==> src/rtl/fft_out_serializer_if.sv <==
// Sample stream from the FFT output serializer to its consumer.
//
// Handshake: a sample moves on a rising clock edge where out_valid and
// out_ready are both high. Once out_valid is high, it stays high until that
// transfer happens. out_data, out_index and out_last stay constant until the
// transfer happens. out_ready may change at any time and does not depend on
// out_valid.
interface fft_out_serializer_if #(
  parameter int N   = 16,
  parameter int MSB = 16
);
  localparam int IW = $clog2(N);

  logic           out_valid;
  logic           out_ready;
  logic [MSB-1:0] out_data;
  logic [IW-1:0]  out_index;
  logic           out_last;

  modport master (
    output out_valid,
    output out_data,
    output out_index,
    output out_last,
    input  out_ready
  );

  modport slave (
    input  out_valid,
    input  out_data,
    input  out_index,
    input  out_last,
    output out_ready
  );
endinterface

==> src/rtl/fft_out_serializer.sv <==
// Captures a finished FFT frame from the flat parallel result bus and streams
// it out one sample per transfer, in natural or bit-reversed slot order.
// A new frame is accepted only when idle, or on the same edge as the final
// transfer of the current frame. Any other frame-done edge is dropped and
// sets the sticky overrun flag.
module fft_out_serializer #(
  parameter int N      = 16,
  parameter int MSB    = 16,
  parameter int BITREV = 0
) (
  input  logic                 clk,
  input  logic                 rst,
  input  logic                 calc_finish,
  input  logic [N*MSB-1:0]     fft_data_in,
  fft_out_serializer_if.master out_if,
  output logic                 busy,
  output logic                 overrun,
  output logic                 dbg_state
);
  localparam int IW = $clog2(N);
  localparam logic [IW-1:0] LAST_IDX = IW'(N - 1);

  typedef enum logic {
    S_IDLE   = 1'b0,
    S_STREAM = 1'b1
  } state_e;

  state_e         state_q, state_d;
  logic [IW-1:0]  cnt_q, cnt_d;
  logic           fin_q, fin_d;
  logic           last_q, last_d;
  logic           ovr_q, ovr_d;
  logic [MSB-1:0] shadow_q [N];
  logic [MSB-1:0] shadow_d [N];

  logic           fin_edge;
  logic           xfer;
  logic           final_xfer;
  logic           load;
  logic [IW-1:0]  sel_idx;

  // Reverse the bit order of a position index over IW bits.
  function automatic logic [IW-1:0] bit_rev(input logic [IW-1:0] v);
    logic [IW-1:0] r;
    for (int i = 0; i < IW; i++) begin
      r[i] = v[IW-1-i];
    end
    return r;
  endfunction

  assign fin_edge   = calc_finish & ~fin_q;
  assign xfer       = (state_q == S_STREAM) & out_if.out_ready;
  assign final_xfer = xfer & (cnt_q == LAST_IDX);

  // Next state: frame capture, position advance, overrun detection.
  always_comb begin
    state_d  = state_q;
    cnt_d    = cnt_q;
    fin_d    = calc_finish;
    ovr_d    = ovr_q;
    shadow_d = shadow_q;
    load     = 1'b0;

    case (state_q)
      S_IDLE: begin
        if (fin_edge) begin
          load    = 1'b1;
          cnt_d   = '0;
          state_d = S_STREAM;
        end
      end
      S_STREAM: begin
        if (final_xfer) begin
          cnt_d = '0;
          // A frame that completes exactly as the last sample leaves is
          // taken without a bubble. Otherwise the block goes back to idle.
          if (fin_edge) begin
            load = 1'b1;
          end else begin
            state_d = S_IDLE;
          end
        end else begin
          if (xfer) begin
            cnt_d = cnt_q + IW'(1);
          end
          if (fin_edge) begin
            ovr_d = 1'b1;
          end
        end
      end
      default: begin
        state_d = S_IDLE;
      end
    endcase

    if (load) begin
      for (int k = 0; k < N; k++) begin
        shadow_d[k] = fft_data_in[k*MSB +: MSB];
      end
    end

    last_d = (state_d == S_STREAM) && (cnt_d == LAST_IDX);
  end

  // State, counter and shadow registers with synchronous reset.
  always_ff @(posedge clk) begin
    if (rst) begin
      state_q <= S_IDLE;
      cnt_q   <= '0;
      fin_q   <= 1'b0;
      last_q  <= 1'b0;
      ovr_q   <= 1'b0;
      for (int k = 0; k < N; k++) begin
        shadow_q[k] <= '0;
      end
    end else begin
      state_q  <= state_d;
      cnt_q    <= cnt_d;
      fin_q    <= fin_d;
      last_q   <= last_d;
      ovr_q    <= ovr_d;
      shadow_q <= shadow_d;
    end
  end

  // out_data comes only from flops: the registered counter picks a registered
  // shadow slot, so no input reaches the output through logic.
  assign sel_idx          = (BITREV != 0) ? bit_rev(cnt_q) : cnt_q;
  assign out_if.out_data  = shadow_q[sel_idx];
  assign out_if.out_valid = (state_q == S_STREAM);
  assign out_if.out_index = cnt_q;
  assign out_if.out_last  = last_q;
  assign busy             = (state_q == S_STREAM);
  assign overrun          = ovr_q;
  assign dbg_state        = state_q;
endmodule

==> src/flat_wrapper.sv <==
// flat-port wrapper written by rule: the top's interface ports become plain ports
module fft_out_serializer_flat 
#(
  parameter int N      = 16,
  parameter int MSB    = 16,
  parameter int BITREV = 0
)
  (clk, rst, calc_finish, fft_data_in, busy, overrun, dbg_state, out_if_out_valid, out_if_out_data, out_if_out_index, out_if_out_last, out_if_out_ready);
  fft_out_serializer_if #(.N(N), .MSB(MSB)) out_if_i ();
  input  logic clk;
  input  logic rst;
  input  logic calc_finish;
  input  logic [N*MSB-1:0] fft_data_in;
  output logic busy;
  output logic overrun;
  output logic dbg_state;
  output wire logic [$bits(out_if_i.out_valid)-1:0] out_if_out_valid;
  output wire logic [$bits(out_if_i.out_data)-1:0] out_if_out_data;
  output wire logic [$bits(out_if_i.out_index)-1:0] out_if_out_index;
  output wire logic [$bits(out_if_i.out_last)-1:0] out_if_out_last;
  input wire logic [$bits(out_if_i.out_ready)-1:0] out_if_out_ready;
  assign out_if_out_valid = out_if_i.out_valid;
  assign out_if_out_data = out_if_i.out_data;
  assign out_if_out_index = out_if_i.out_index;
  assign out_if_out_last = out_if_i.out_last;
  assign out_if_i.out_ready = out_if_out_ready;
  fft_out_serializer #(.N(N), .MSB(MSB), .BITREV(BITREV)) u_core (.clk(clk), .rst(rst), .calc_finish(calc_finish), .fft_data_in(fft_data_in), .out_if(out_if_i), .busy(busy), .overrun(overrun), .dbg_state(dbg_state));
endmodule
==> config.mk <==
export PLATFORM = sky130hd
export DESIGN_NAME = fft_out_serializer_flat
export DESIGN_NICKNAME = d
export VERILOG_FILES = /design/src/rtl/fft_out_serializer_if.sv /design/src/rtl/fft_out_serializer.sv /design/src/flat_wrapper.sv
export SDC_FILE = /design/constraint.sdc
export NUM_CORES = 1
export LEC_CHECK = 0
export ABC_CLOCK_PERIOD_IN_PS = 4200
export CORE_MARGIN = 5
export CORE_UTILIZATION = 40
export CTS_CLUSTER_SIZE = 28
export DETAILED_ROUTE_END_ITERATION = 16
export DONT_BUFFER_PORTS = 1
export GPL_ROUTABILITY_DRIVEN = 1
export SETUP_SLACK_MARGIN = 0.15
export SLEW_MARGIN = 20
export SYNTH_ARGS = -nofsm -noshare
export SYNTH_HDL_FRONTEND = slang
export SYNTH_SLANG_ARGS = --single-unit
==> constraint.sdc <==
create_clock -name clk -period 4.2 [get_ports clk]
set_input_delay 0.84 -clock clk [delete_from_list [all_inputs] [get_ports clk]]
set_output_delay 0.84 -clock clk [all_outputs]
set_load 0.01 [all_outputs]
==> flow_metrics.py <==
metrics = {
    "status": {
        "status": "complete, no violations",
    },
    "worst_setup_path": {
        "r2r_slack_ns": 1.23,
        "cp-end-kind": "primary output",
        "cp_max_fo": 38,
        "r2r-start": "u_core.out_if.out_index[0]$_SDFF_PP0_",
        "worstSetupStartpointType": "flip-flop",
        "cp_data_required_time_ns": 3.36,
        "r2r_cells": 7,
        "arrival_ns": 2.90,
        "reg2reg_to": "u_core.shadow_q[183]$_SDFFE_PP0P_",
        "critPathKind": "reg -> out",
    },
    "placement": {
        "gp_congestion": 0.8633,
        "place_area_um2": 11300,
        "numPortBuffers": 0,
        "hpwl_mm": 26.60,
    },
    "finish": {
        "final_cell_area_um2": 12240,
        "area_growth_pct": 8.076,
        "nFillCells": 2828,
        "multi_input_area_um2": 5356,
        "final-seq-area_um2": 5290,
        "nets": 1551,
        "drive_gt1_frac": 0.07399,
    },
    "global_routing": {
        "grt_first_pass_wirelength_mm": 53.02,
        "overflow": 0,
        "antenna_found_initial": 1,
        "grt_pass1_vias": 8776,
        "grt_usage": 0.2189,
        "grt_max_degree": 265,
    },
    "cts": {
        "cts_sinks": 264,
        "cts-resized-gates": 0,
        "cts_tree": "done",
        "path_clk_slew_ns": 0.06,
        "cts_buffers": 28,
        "clk_path_buf_depth": 3,
        "root_buffer": "clkbuf_16",
        "hold_buffers": 0,
        "htreeDepth": 1,
        "clock_latency_ns": 0.54,
        "cts_setup_buffers": 0,
    },
    "logic_synthesis": {
        "ys.flop_type": "dfxtp_1",
        "async_flop_share": 0,
        "ys_seq_area_frac": 0.4667,
        "yosysUniqueCellTypes": 30,
        "synth-edff-count": 0,
        "yosys_register_bits": 264,
        "avgSynthCellArea_um2": 8.327,
        "ys_warn_count": 0,
        "syn_nets": 1621,
        "syn_inst": 1360,
        "syn-cell-area_um2": 11320,
    },
    "routing": {
        "drc": 0,
        "wl_per_cell_um": 21.62,
        "first_iter_violations": 756,
        "detail-route-antenna-nets": 0,
        "avgViaCountPerCell": 5.453,
        "totalWireLength_mm": 36.55,
        "first_pass_iters": 5,
        "vias": 9216,
    },
    "timing": {
        "final.setup.tns_ns": 0,
        "slew_headroom": 0.4313,
        "rsz0062_at_grt": "no",
        "clock_skew_ns": 0.01091,
        "finalSetupViolations": 0,
        "fmax_mhz": 267.7,
        "fin_crit_ns": 3.736,
        "finalMaxSlewViolations": 0,
        "worstMarginPinSlew_ns": 0.8530,
        "hold_viol": 0,
        "finalCritPeriodShare": 0.8896,
    },
    "hold_path": {
        "min_to": "u_core.shadow_q[186]$_SDFFE_PP0P_",
        "hp-start": "rst",
        "hp-class": "in -> reg",
        "min_delay_path_depth": 1,
    },
    "floorplanning": {
        "ios": 285,
        "placeableCoreArea_um2": 27860,
        "die_w_um": 178.3,
        "dieArea_um2": 31780,
        "start_util": 0.4065,
        "placementRows": 61,
        "chipHeight_um": 178.3,
    },
    "power": {
        "peakVddDrop_uv": 292.1,
        "p_leak_nw": 4.201,
        "powerDensity_nw_per_um2": 472.4,
    },
    "flow_run": {
        "maxCapViolations": 0,
    },
}
per-stage QoR:
stage               setup slack (ns)  utilization  instances  power [W]  hold slack, ns
detailed placement             1.085       0.4056       1638   0.003326          0.4420
floorplan                      1.793            -       1360   0.003221          0.4331
finish                        0.4638       0.4393       1690   0.005781          0.3777
global route                  0.4128       0.4393       1689   0.006006          0.3797
CTS                           0.5014       0.4393       1689   0.005846          0.3656
global placement               1.115       0.4056       1638   0.003318          0.4379
state kept, by name (all words and copies together) (netlist names):
register                 flops
u_core.out_if.out_last       1
u_core.fin_q                 1
u_core.busy                  1
u_core.shadow_q            256
u_core.out_if.out_index      4
u_core.overrun               1
worst max-delay path by stage:
| stage | slack [ns] | startpoint | endpoint |
|---|---|---|---|
| after floorplan | 1.79 | u_core.out_if.out_index[0]$_SDFF_PP0_ | out_if_out_data[10] |
| after global placement | 1.12 | u_core.out_if.out_index[0]$_SDFF_PP0_ | out_if_out_data[8] |
| after detailed placement | 1.09 | u_core.out_if.out_index[0]$_SDFF_PP0_ | out_if_out_data[8] |
| after CTS | 0.50 | u_core.out_if.out_index[0]$_SDFF_PP0_ | out_if_out_data[8] |
| after global routing | 0.41 | u_core.out_if.out_index[0]$_SDFF_PP0_ | out_if_out_data[1] |
| final | 0.46 | u_core.out_if.out_index[0]$_SDFF_PP0_ | out_if_out_data[1] |
layer usage:
| layer | GRT usage | part of all wire |
|---|---|---|
| met3 | 0.07355 | 0.10 |
| met1 | 0.2962 | 0.43 |
| met2 | 0.3354 | 0.44 |
| met4 | 0.06172 | 0.027 |
| met5 | 0 | 0.00036 |
cell usage after synthesis (all sizes together) (3+ instances only):
cell    number  area [µm²]
nand2      529        1986
mux2i       65       650.6
dfxtp      264        5285
nor2         6       22.52
nand4        3       18.77
mux4        32       720.7
a22oi       17       127.6
clkbuf      44       172.7
a21oi      260        1305
nor2b        3       18.77
o21ai       16       80.08
buf         71       524.3
nand2b       3       18.77
a221oi      32       280.3
cells in the final DEF, fill, tap and decap left out, types with 2 or more instances in the layout:
cell,synthesis,final
bufinv_16,0,3
dfxtp_1,264,262
a311oi_1,2,2
buf_12,0,5
clkinv_2,0,5
and2_1,2,2
clkbuf_16,0,29
a21oi_1,259,259
nand2_1,529,529
buf_4,13,10
a221oi_1,32,32
o21ai_0,16,16
mux4_2,32,32
nor2b_1,3,2
nand4_1,3,3
clkinvlp_4,0,2
clkbuf_1,42,7
nand3_1,2,2
nor2_1,6,6
nand2b_1,3,3
clkbuf_8,0,3
a22oi_1,17,17
mux2i_1,65,65
layout make-up:
class | count | share of cell area
Tap cell | 378 | 0.03864
Inverter | 1 | 0.0003067
Antenna cell | 1 | 0.0002045
Multi-Input combinational cell | 980 | 0.4376
Timing Repair Buffer | 15 | 0.01431
Clock inverter | 12 | 0.01186
Sequential cell | 264 | 0.4322
Clock buffer | 39 | 0.06481
logic make-up after synthesis:
family / share of synthesized area
AO/OA/AOI/OAI: 0.1620
XOR/XNOR: 0.0007735
adder cells (fa/ha/maj): 0.001105
buffers and inverters: 0.06187
flip-flops: 0.4667
multiplexers: 0.1211
AND/OR/NAND/NOR: 0.1865
critical path: stages (launching register included):
cell	delay (ns)
dfxtp_4	0.79
buf_4	0.41
mux2i_1	0.12
a221oi_1	0.61
a22oi_1	0.19
nand2_1	0.20
power by group:
part	internal, W	leakage (nW)	total [W]	switching [W]
Clock	0.00150	0.458	0.00251	0.00101
Combinational	0.000197	1.58	0.000510	0.000313
Sequential	0.00265	2.16	0.00276	0.000111
Power figures use the tool's default switching activity.
